[src/rtl/dll_code_ctrl_pkg.sv]
// Shared definitions for the DLL delay-code controller: loop states and the
// default loop parameters.
package dll_code_ctrl_pkg;

    localparam int CODE_W_DEF    = 6;
    localparam int CODE_INIT_DEF = 0;
    localparam int VOTE_TH_DEF   = 4;
    localparam int LOCK_REV_DEF  = 4;

    typedef enum logic [1:0] {
        ST_IDLE = 2'd0,
        ST_ACQ  = 2'd1,
        ST_LOCK = 2'd2,
        ST_HARM = 2'd3
    } state_t;

endpackage

[src/rtl/sync2.sv]
// Two-flop synchronizer whose flops come out of reset at 1, so an idle
// (high) input is what the downstream logic sees until real samples arrive.
module sync2 (
    input  logic clk_ext,
    input  logic rst_n,
    input  logic d,
    output logic q
);

    logic sync_p0;

    always_ff @(posedge clk_ext or negedge rst_n) begin
        if (!rst_n) begin
            sync_p0 <= 1'b1;
            q       <= 1'b1;
        end else begin
            sync_p0 <= d;
            q       <= sync_p0;
        end
    end

endmodule

[src/rtl/dll_code_ctrl.sv]
// Bang-bang DLL delay-code controller: integrates phase-detector votes, steps
// the delay select code, detects lock from direction reversals, and recovers
// from harmonic lock by restarting at the minimum delay.
module dll_code_ctrl
    import dll_code_ctrl_pkg::*;
#(
    parameter int CODE_W    = CODE_W_DEF,
    parameter int CODE_INIT = CODE_INIT_DEF,
    parameter int VOTE_TH   = VOTE_TH_DEF,
    parameter int LOCK_REV  = LOCK_REV_DEF
) (
    input  logic              clk_ext,
    input  logic              rst_n,
    input  logic              Reset_PD,
    input  logic              up,
    input  logic              dn,
    output logic [CODE_W-1:0] Sel,
    output logic              lock
);

    localparam int ACC_W = $clog2(VOTE_TH) + 2;
    localparam int REV_W = $clog2(LOCK_REV + 1);
    localparam logic signed [ACC_W-1:0] TH_POS = ACC_W'(VOTE_TH);
    localparam logic signed [ACC_W-1:0] TH_NEG = -TH_POS;
    localparam logic [CODE_W-1:0] SEL_INIT = CODE_W'(CODE_INIT);
    localparam logic [REV_W-1:0]  REV_MAX  = REV_W'(LOCK_REV);

    function automatic logic [CODE_W-1:0] sel_step(input logic [CODE_W-1:0] s,
                                                   input logic inc);
        if (inc)
            return (s == '1) ? s : s + 1'b1;
        else
            return (s == '0) ? s : s - 1'b1;
    endfunction

    function automatic logic [REV_W-1:0] rev_inc(input logic [REV_W-1:0] r);
        return (r == REV_MAX) ? r : r + 1'b1;
    endfunction

    logic                    pd_sync;
    logic                    harm;
    state_t                  state, state_nx;
    logic signed [ACC_W-1:0] acc, vote, acc_sum;
    logic [REV_W-1:0]        rev_cnt, rev_nx;
    logic                    dir_vld, dir_up;
    logic                    active, step_up, step_dn, step;
    logic                    reversal, same_dir;

    sync2 u_sync2 (
        .clk_ext (clk_ext),
        .rst_n   (rst_n),
        .d       (Reset_PD),
        .q       (pd_sync)
    );

    assign harm = ~pd_sync;

    always_comb begin
        case ({up, dn})
            2'b10:   vote = ACC_W'(1);
            2'b01:   vote = '1;
            default: vote = '0;
        endcase
    end

    assign acc_sum  = acc + vote;
    assign active   = (state == ST_ACQ) || (state == ST_LOCK);
    assign step_up  = active && !harm && (acc_sum == TH_POS);
    assign step_dn  = active && !harm && (acc_sum == TH_NEG);
    assign step     = step_up || step_dn;
    // Direction memory only qualifies a step once a prior step has set it.
    assign reversal = step && dir_vld && (dir_up != step_up);
    assign same_dir = step && dir_vld && (dir_up == step_up);

    always_comb begin
        rev_nx = rev_cnt;
        if (reversal)
            rev_nx = rev_inc(rev_cnt);
        else if (same_dir)
            rev_nx = '0;
    end

    always_comb begin
        state_nx = state;
        if (harm) begin
            state_nx = ST_HARM;
        end else begin
            case (state)
                ST_IDLE: state_nx = ST_ACQ;
                ST_ACQ:  if (reversal && (rev_nx == REV_MAX)) state_nx = ST_LOCK;
                ST_LOCK: if (same_dir) state_nx = ST_ACQ;
                ST_HARM: state_nx = ST_ACQ;
                default: state_nx = ST_IDLE;
            endcase
        end
    end

    always_ff @(posedge clk_ext or negedge rst_n) begin
        if (!rst_n) begin
            state   <= ST_IDLE;
            Sel     <= SEL_INIT;
            acc     <= '0;
            rev_cnt <= '0;
            dir_vld <= 1'b0;
            dir_up  <= 1'b0;
            lock    <= 1'b0;
        end else begin
            state <= state_nx;
            lock  <= (state_nx == ST_LOCK);
            if (harm) begin
                Sel     <= SEL_INIT;
                acc     <= '0;
                rev_cnt <= '0;
                dir_vld <= 1'b0;
            end else if (active) begin
                rev_cnt <= rev_nx;
                if (step) begin
                    Sel     <= sel_step(Sel, step_up);
                    acc     <= '0;
                    dir_up  <= step_up;
                    dir_vld <= 1'b1;
                end else begin
                    acc <= acc_sum;
                end
            end
        end
    end

endmodule

[config.mk]
export PLATFORM = sky130hd
export DESIGN_NAME = dll_code_ctrl
export DESIGN_NICKNAME = d
export VERILOG_FILES = /design/src/rtl/dll_code_ctrl_pkg.sv /design/src/rtl/sync2.sv /design/src/rtl/dll_code_ctrl.sv
export SDC_FILE = /design/constraint.sdc
export NUM_CORES = 1
export LEC_CHECK = 0
export CORE_MARGIN = 8
export CORE_UTILIZATION = 40
export CTS_CLUSTER_SIZE = 12
export DETAILED_ROUTE_END_ITERATION = 8
export HOLD_SLACK_MARGIN = 0.08
export PLACE_DENSITY = 0.61
export SYNTH_ARGS = -nofsm -noshare
export SYNTH_HDL_FRONTEND = slang
export SYNTH_SLANG_ARGS = --single-unit
[constraint.sdc]
create_clock -name clk_ext -period 4.9 [get_ports clk_ext]
set_clock_uncertainty 0.2 [all_clocks]
set_input_delay 0.735 -clock clk_ext [delete_from_list [all_inputs] [get_ports clk_ext]]
set_output_delay 0.735 -clock clk_ext [all_outputs]
set_load 0.005 [all_outputs]
==> results.sh, run 1 <==
export IMPL_status="completed"
export IMPL_ant_nets=0
export IMPL_required_ns=4.88
export IMPL_start_util_pct=40.9
export IMPL_cts_tree="done"
export IMPL_numCtsBuffers=3
export IMPL_drive_gt1_share_pct=12.2
export IMPL_core_rowCount=22
export IMPL_track_usage_pct=10.9
export IMPL_finalHoldViolations=0
export IMPL_clk_path_buf_depth=2
export IMPL_grt_pass1_vias=1162
export IMPL_syn_to_final_growth_pct=14.7
export IMPL_route_detailed_drc=0
export IMPL_root_buffer="clkbuf_8"
export IMPL_die_h_um=76.7
export IMPL_yosys_register_bits=20
export IMPL_cts_resized=0
export IMPL_grt_start_max_net_pins=21
export IMPL_grt_pass1_wl_mm=5.34
export IMPL_slew_headroom_pct=38.7
export IMPL_synth_edf_count=0
export IMPL_num_vias=1130
export IMPL_cp_arrival_ns=4.38
export IMPL_postSynthCellCount=152
export IMPL_synth_top_area_share_pct=30.6
export IMPL_hpwlAfterDp_mm=2.25
export IMPL_insertion_delay_ns=0.26
export IMPL_power_density_nw_per_um2=427
export IMPL_cp_start_kind="input pin"
export IMPL_synth_nets=171
export IMPL_gp_congestion=0.824
export IMPL_hold_class="reg -> reg"
export IMPL_grt_overflow=0
export IMPL_die_area_um2=5880
export IMPL_crit_fanout=6
export IMPL_io_buffers=11
export IMPL_maxCapViolCount=0
export IMPL_synthArstFlopShare_pct=100
export IMPL_holdBufCountCts=0
export IMPL_wl_mm=2.98
export IMPL_ioPinCount=12
export IMPL_final_cell_mix="18 x dfrtp_1, 13 x inv_1, 13 x ha_1"
export IMPL_fin_tns_setup_ns=0
export IMPL_finalSetupViolCount=0
export IMPL_synth_seq_area_share_pct=34.1
export IMPL_fmax_mhz=227
export IMPL_cpMostUsedCell="ha_1"
export IMPL_antenna_cells=0
export IMPL_synth_main_ff_cell="dfrtp_1"
export IMPL_drtIter0Drc=46
export IMPL_critPathBufInv=4
export IMPL_syn_area_um2=1470
export IMPL_maxSlewViolCount=0
export IMPL_critical_path_class="in -> reg"
export IMPL_path_clk_slew_ns=0.07
export IMPL_yosysWarnings=0
export IMPL_wl_per_cell_um=14.0
export IMPL_fin_cells=212
export IMPL_total_leakage_power_nw=0.772
export IMPL_tightest_slew_ns=0.917
export IMPL_ir_drop_uv=160
export IMPL_finalCriticalPeriod_ns=4.40
export IMPL_critPathSlowestCell="clkdlybuf4s50_1"
export IMPL_die_w_um=76.7
export IMPL_nNetsFinal=184
export IMPL_design_core_area_um2=3610
export IMPL_rsz0062_at_grt="no"
export IMPL_crit_path_max_incr_delay_ns=0.46
export IMPL_synth_area_top_cells="dfrtp_1 31%, ha_1 11%, mux2i_1 4.8%"
export IMPL_dp_cells=208
export IMPL_viasPerCell=5.33
export IMPL_cp_top_family="adder cells"
export IMPL_yosysUniqueCellTypes=53
export IMPL_path_cells="clkdlybuf4s50_1 > inv_1 > ha_1 > inv_1 > ha_1 > ha_1 > nor3_1 > nand3_2 > nor3_2 > inv_1 > ha_1 > a211oi_1 > o21bai_1 > a21oi_1 > o211ai_1 > o2bb2ai_1 > mux2i_1"
export IMPL_n_fill_cell=352
export IMPL_final_common_cell="dfrtp_1"
export IMPL_dr_pass1_iters=4
export IMPL_cts_setup_buffers=0
export IMPL_avgSynthCellArea_um2=9.70
export IMPL_seqCellArea_um2=503
export IMPL_antenna_found_initial=0
export IMPL_critPathCaptureType="flop"
export IMPL_yosys_area_top_type="dfrtp_1"
export IMPL_cts_sink_count=20
export IMPL_multi_input_area_um2=906
export IMPL_htreeDepth=1
export IMPL_fin_crit_sh_pct=89.8
state kept, by name, indices dropped and copies added, names as in the netlist, 2 cells and up:
register and count:
rev_cnt 3, acc 4, Sel 6, state 2
worst reg2reg max path, delay by kind of cell (launching register included):
kind | cells | cell delay (ns)
XOR/XNOR | 1 | 0.17
adder cells (fa/ha/maj) | 2 | 0.65
AND/OR/NAND/NOR | 3 | 0.82
multiplexers | 1 | 0.19
flip-flops | 1 | 0.45
AO/OA/AOI/OAI | 5 | 0.86
buffers and inverters | 1 | 0.13
layer usage:
layer	share of wire, %	global-route usage, %
met1	48	13.0
met2	47	18.0
met3	2.9	1.86
met4	2.4	6.35
met5	0	0
area by class of cell:
| cell class | instances | area share (%) |
|---|---|---|
| clock buffers | 4 | 3.26 |
| inverters | 13 | 2.89 |
| multi-input cells | 115 | 53.6 |
| flip-flops and latches | 20 | 29.8 |
| well taps | 48 | 3.55 |
| repair buffers | 12 | 6.96 |
cell families after synthesis:
family	synth area share, %
AND/OR/NAND/NOR	19.9
AO/OA/AOI/OAI	18.8
flip-flops	34.1
buffers and inverters	4.41
adder cells (fa/ha/maj)	12.4
XOR/XNOR	5.60
multiplexers	4.75
final timing paths:
| path | from | end | slack [ns] | cells after the start |
|---|---|---|---|---|
| worst max-delay path | up | Sel[5] | 0.50 | 17 |
| worst min-delay path | u_sync2.sync_p0 | u_sync2.q | 0.16 | 0 |
| worst max register to register | acc[1] | Sel[5] | 1.35 | 13 |
| worst min register to register | u_sync2.sync_p0 | u_sync2.q | 0.16 | 0 |
| max in group asynchronous | rst_n | dir_vld | 3.15 | 1 |
| min in group asynchronous | rst_n | Sel[0] | 0.79 | 1 |
metrics by stage:
step,hold WS (ns),cell area [µm²],worst slack [ns],power (mW),utilization [%]
floorplan,0.145,1470,0.901,0.508,-
global placement,0.145,1640,0.325,0.589,45.4
detailed placement,0.150,1640,0.226,0.598,45.4
CTS,0.160,1690,0.487,0.728,46.9
global route,0.168,1690,0.140,0.785,46.9
finish,0.161,1690,0.501,0.721,46.9
synth_stat cells (2+ instances only):
master     n
a31oi_1    3
inv_1     13
ha_1      13
o21a_1     3
clkbuf_1   3
nand3_1    5
nor3_1     2
dfstp_2    2
a21oi_2    2
nand2_1   11
nor3_2     2
xor2_1     4
a21o_1     3
dfrtp_1   18
nor2b_1    3
mux2i_1    7
o21bai_1   2
a21oi_1    7
o21ai_1    3
o21ai_0    3
nand4_1    3
nor2_1     8
and3_1     2
power breakdown:
part	switching, mW	leakage, nW	internal (mW)	total (mW)
Clock	0.0559	0.0288	0.0715	0.127
Sequential	0.0423	0.262	0.199	0.241
Combinational	0.188	0.481	0.165	0.353
Total	0.286	0.772	0.435	0.721
No activity file was read; power rests on OpenSTA's default activity.
==> run 2, diff against run 1 <==
DONT_BUFFER_PORTS = 1   (was unset)
PLACE_DENSITY = 0.57   (was 0.61)
==> run 2 against run 1 <==
  * Utilization is 2.5 points lower
  * Via count is 2.5% lower
  * First-iteration DRC count is 46% lower
  * Register-to-register slack worse by 0.21 ns
  * Wire length is 5.0% lower
  * Cell area is 5.4% lower
==> results.sh, run 2 (synthesized netlist as in run 1, its figures left out) <==
export IMPL_clk_path_buf_depth=2
export IMPL_finalPower_uw=730
export IMPL_gp_congestion=0.768
export IMPL_crit_path_max_incr_delay_ns=0.41
export IMPL_crit_fanout=6
export IMPL_critPathCaptureType="flop"
export IMPL_fin_tns_setup_ns=0
export IMPL_drive_gt1_share_pct=12.4
export IMPL_viasPerCell=5.48
export IMPL_antenna_found_initial=0
export IMPL_hpwlAfterDp_mm=2.16
export IMPL_cp_arrival_ns=4.12
export IMPL_reg_top3="Sel (6), acc (4), rev_cnt (3)"
export IMPL_grt_pass1_vias=1147
export IMPL_cp_start_kind="input pin"
export IMPL_critPathSlowestCell="nor3_1"
export IMPL_grt_pass1_wl_mm=5.09
export IMPL_fin_crit_sh_pct=84.5
export IMPL_grt_overflow=0
export IMPL_cts_sink_count=20
export IMPL_final_cell_mix="18 x dfrtp_1, 13 x inv_1, 13 x ha_1"
export IMPL_path_cells="inv_1 > ha_1 > inv_1 > ha_1 > ha_1 > nor3_1 > nand3_2 > nor3_2 > inv_1 > ha_1 > a211oi_1 > o21bai_1 > a21oi_1 > o211ai_1 > o2bb2ai_1 > mux2i_1"
export IMPL_route_detailed_drc=0
export IMPL_die_area_um2=5880
export IMPL_required_ns=4.88
export IMPL_num_vias=1102
export IMPL_numCtsBuffers=3
export IMPL_start_util_pct=40.9
export IMPL_cpMostUsedCell="ha_1"
export IMPL_die_h_um=76.7
export IMPL_wl_per_cell_um=14.1
export IMPL_total_leakage_power_nw=0.738
export IMPL_fmax_mhz=242
export IMPL_syn_to_final_growth_pct=8.49
export IMPL_final_common_cell="dfrtp_1"
export IMPL_tightest_slew_ns=0.834
export IMPL_htreeDepth=1
export IMPL_die_w_um=76.7
export IMPL_insertion_delay_ns=0.26
export IMPL_core_rowCount=22
export IMPL_nNetsFinal=173
export IMPL_drtIter0Drc=25
export IMPL_cts_resized=0
export IMPL_maxCapViolCount=0
export IMPL_root_buffer="clkbuf_8"
export IMPL_finalSetupViolCount=0
export IMPL_critical_path_class="in -> reg"
export IMPL_design_core_area_um2=3610
export IMPL_ioPinCount=12
export IMPL_antenna_cells=0
export IMPL_finalCriticalPeriod_ns=4.14
export IMPL_rsz0062_at_grt="no"
export IMPL_status="completed"
export IMPL_cts_tree="done"
export IMPL_track_usage_pct=10.4
export IMPL_dr_pass1_iters=4
export IMPL_path_clk_slew_ns=0.07
export IMPL_grt_start_max_net_pins=19
export IMPL_ir_drop_uv=181
export IMPL_hold_ws_ns=0.116
export IMPL_largest_register="Sel"
export IMPL_maxSlewViolCount=0
export IMPL_power_density_nw_per_um2=457
export IMPL_finalHoldViolations=0
export IMPL_io_buffers=0
export IMPL_ant_nets=0
export IMPL_slew_headroom_pct=44.2
export IMPL_wl_mm=2.83
export IMPL_largest_reg_flops=6
export IMPL_hold_class="in -> async"
## run 2: cell type report
| class | count | area, µm² |
|---|---|---|
| Fill cell | 363 | 2010 |
| Tap cell | 48 | 60.1 |
| Multi-Input combinational cell | 115 | 906 |
| Clock buffer | 3 | 41.3 |
| Timing Repair Buffer | 1 | 10.0 |
| Inverter | 13 | 48.8 |
| Sequential cell | 20 | 503 |
| Clock inverter | 1 | 30.0 |
## run 2: through the flow
step	cell area [µm²]	worst slack, ns	instances	util (%)
2_1_floorplan	1470	0.901	152	-
3_3_place_gp	1520	0.473	196	42.1
3_5_place_dp	1520	0.439	196	42.1
4_1_cts	1600	0.708	201	44.3
5_1_grt	1600	0.465	201	44.3
6_report	1600	0.762	201	44.3
## run 2: repair_timing
item,in CTS,in global routing
setup buffers,0,0
endpoints found under the hold margin,18,0
hold buffers,1,0
## run 2: power by group
| group | internal [mW] | leakage (nW) | switching [mW] |
|---|---|---|---|
| clock network | 0.109 | 0.0357 | 0.0565 |
| registers | 0.199 | 0.262 | 0.0441 |
| logic | 0.144 | 0.441 | 0.178 |
| total | 0.452 | 0.738 | 0.278 |
## run 2: critical path, delay by kind of cell
kind / cells / cell delay (ns)
AO/OA/AOI/OAI: 5 / 0.87
multiplexers: 1 / 0.20
AND/OR/NAND/NOR: 3 / 0.95
buffers and inverters: 3 / 0.25
adder cells (fa/ha/maj): 4 / 1.11
## run 2: metal layers
layer	up-vias	routed length [µm]	global-route usage, %	part of all wire [%]
li1	549	-	-	-
met1	533	1240	10.9	44
met2	16	1340	18.4	48
met3	4	209	4.31	7.4
met4	0	29	2.88	1.0
met5	-	0	0	0
## run 2: final timing paths
check	from	to	slack [ns]	depth (start not counted)
worst min-delay path	rst_n	u_sync2.sync_p0	0.12	0
max in group asynchronous	rst_n	acc[1]	3.16	1
min in group clk_ext	u_sync2.sync_p0	u_sync2.q	0.16	0
worst max-delay path	up	Sel[5]	0.76	16
worst max register to register	acc[1]	Sel[5]	1.14	13
worst min register to register	u_sync2.sync_p0	u_sync2.q	0.16	0
==> run 3, diff against run 2 <==
PLACE_DENSITY = 0.59   (was 0.57)
clock period = 3.4 ns   (was 4.9 ns; I/O delays follow)
==> run 3 against run 2 <==
  * Critical path depth unchanged
  * Sequential share of layout area decreased by 2.7 points
  * Die area unchanged
==> results.sh, run 3 (synthesized netlist as in run 1, its figures left out) <==
export IMPL_cts_tree="done"
export IMPL_die_area_um2=5880
export IMPL_cp_arrival_ns=3.14
export IMPL_tightest_slew_ns=0.928
export IMPL_fmax_mhz=317
export IMPL_required_ns=3.38
export IMPL_nNetsFinal=182
export IMPL_critPathCaptureType="flop"
export IMPL_design_core_area_um2=3610
export IMPL_grt_start_max_net_pins=21
export IMPL_ir_drop_uv=267
export IMPL_ioPinCount=12
export IMPL_combPwrFrac_pct=52.5
export IMPL_num_vias=1150
export IMPL_drtIter0Drc=44
export IMPL_path_clk_slew_ns=0.07
export IMPL_cts_sink_count=20
export IMPL_dr_pass1_iters=4
export IMPL_ant_nets=0
export IMPL_maxCapViolCount=0
export IMPL_final_common_cell="dfrtp_1"
export IMPL_multi_input_area_um2=1010
export IMPL_largest_reg_flops=6
export IMPL_hpwlAfterDp_mm=2.41
export IMPL_finalPower_mw=1.10
export IMPL_status="completed"
export IMPL_track_usage_pct=11.4
export IMPL_grt_pass1_wl_mm=5.60
export IMPL_power_frac_clock_pct=14.9
export IMPL_fin_crit_sh_pct=92.8
export IMPL_grt_pass1_vias=1242
export IMPL_core_rowCount=22
export IMPL_finalSetupViolCount=0
export IMPL_numCtsBuffers=3
export IMPL_largest_register="Sel"
export IMPL_power_internal_uw=652
export IMPL_total_leakage_power_nw=0.772
export IMPL_reg_top3="Sel (6), acc (4), rev_cnt (3)"
export IMPL_slew_headroom_pct=37.9
export IMPL_clk_path_buf_depth=2
export IMPL_gp_congestion=0.818
export IMPL_crit_fanout=5
export IMPL_start_util_pct=40.9
export IMPL_io_buffers=0
export IMPL_syn_to_final_growth_pct=18.5
export IMPL_finalHoldViolations=0
export IMPL_grt_overflow=0
export IMPL_hold_class="reg -> reg"
export IMPL_seqCellArea_um2=503
export IMPL_antenna_found_initial=0
export IMPL_drive_gt1_share_pct=22.2
export IMPL_finalCriticalPeriod_ns=3.16
export IMPL_rsz0062_at_grt="no"
export IMPL_maxSlewViolCount=0
export IMPL_insertion_delay_ns=0.26
export IMPL_final_cell_mix="18 x dfrtp_1, 12 x inv_1, 11 x nand2_1"
export IMPL_seq_power_share_pct=32.6
export IMPL_die_h_um=76.7
export IMPL_critical_path_class="in -> reg"
export IMPL_dp_cells=204
export IMPL_viasPerCell=5.48
export IMPL_htreeDepth=1
export IMPL_die_w_um=76.7
export IMPL_p_sw_uw=448
export IMPL_netSwitchingFraction_pct=40.7
export IMPL_wl_per_cell_um=14.8
export IMPL_wl_mm=3.11
export IMPL_fin_cells=210
export IMPL_root_buffer="clkbuf_8"
export IMPL_cp_start_kind="input pin"
export IMPL_n_fill_cell=339
export IMPL_route_detailed_drc=0
export IMPL_antenna_cells=0
export IMPL_power_density_nw_per_um2=630
[run 3: changes by cell type in the layout (fill, tap and decap cells not counted), moves of 2 or more]
cell    delta
ha_4       +5
buf_4      +8
ha_1       -5
nor3_4     +2
[run 3: per-stage QoR]
step	setup TNS [ns]	util, %	setup slack, ns	instance area (µm²)	hold WS, ns
after floorplan	0	-	0.0141	1560	0.0144
after global placement	-0.0297	46.3	-0.0297	1670	0.0150
after detailed placement	-0.108	46.3	-0.108	1670	0.0151
after CTS	0	48.1	0.137	1730	0.159
after global routing	0	48.4	0.0226	1750	0.160
final	0	48.4	0.244	1750	0.159
[run 3: power by group through the flow]
stage / Sequential [mW] / Combinational, mW / Clock [mW]
4_1_cts: 0.361 / 0.577 / 0.171
3_3_place_gp: 0.362 / 0.548 / 0
3_5_place_dp: 0.366 / 0.567 / 0
2_1_floorplan: 0.343 / 0.453 / 0
5_1_grt: 0.369 / 0.644 / 0.180
6_report: 0.359 / 0.578 / 0.164
[run 3: per-layer routing]
metal	vias up	GRT usage [%]	wire, µm
met4	0	3.46	41
met2	16	20.5	1610
met3	5	3.61	137
met1	562	12.5	1330
li1	567	-	-
met5	-	0	0
[run 3: worst max-delay path, cell delays in order]
cell and delay (ns):
inv_1 0.05, ha_1 0.29, inv_1 0.09, ha_4 0.16, ha_4 0.21, nor3_4 0.18, nand3_2 0.13, nor3_4 0.21
inv_2 0.10, ha_1 0.24, a211oi_2 0.20, o21bai_1 0.11, a21oi_2 0.16, o211ai_1 0.11, o2bb2ai_1 0.17, mux2i_1 0.20
[run 3: cell type report]
type	count	share of cell area, %
Inverter	13	2.79
Sequential cell	20	28.8
Tap cell	48	3.44
Multi-Input combinational cell	115	57.8
Timing Repair Buffer	10	4.58
Clock buffer	4	2.58
[run 3: final timing paths]
check | to | from | slack (ns) | cells after the start
min | u_sync2.q | u_sync2.sync_p0 | 0.16 | 0
min in group asynchronous | acc[1] | rst_n | 0.63 | 1
max in group asynchronous | rev_cnt[1] | rst_n | 1.80 | 1
min reg2reg | u_sync2.q | u_sync2.sync_p0 | 0.16 | 0
max | Sel[5] | up | 0.24 | 16
max reg2reg | Sel[5] | acc[1] | 0.32 | 13
[run 3: repair_timing]
action | in CTS | in global routing
hold buffers | 2 | 0
buffers inserted | 0 | 0
endpoints found under the setup margin | 0 | 1
resized for setup | 0 | 3
hold endpoints to repair | 21 | 0
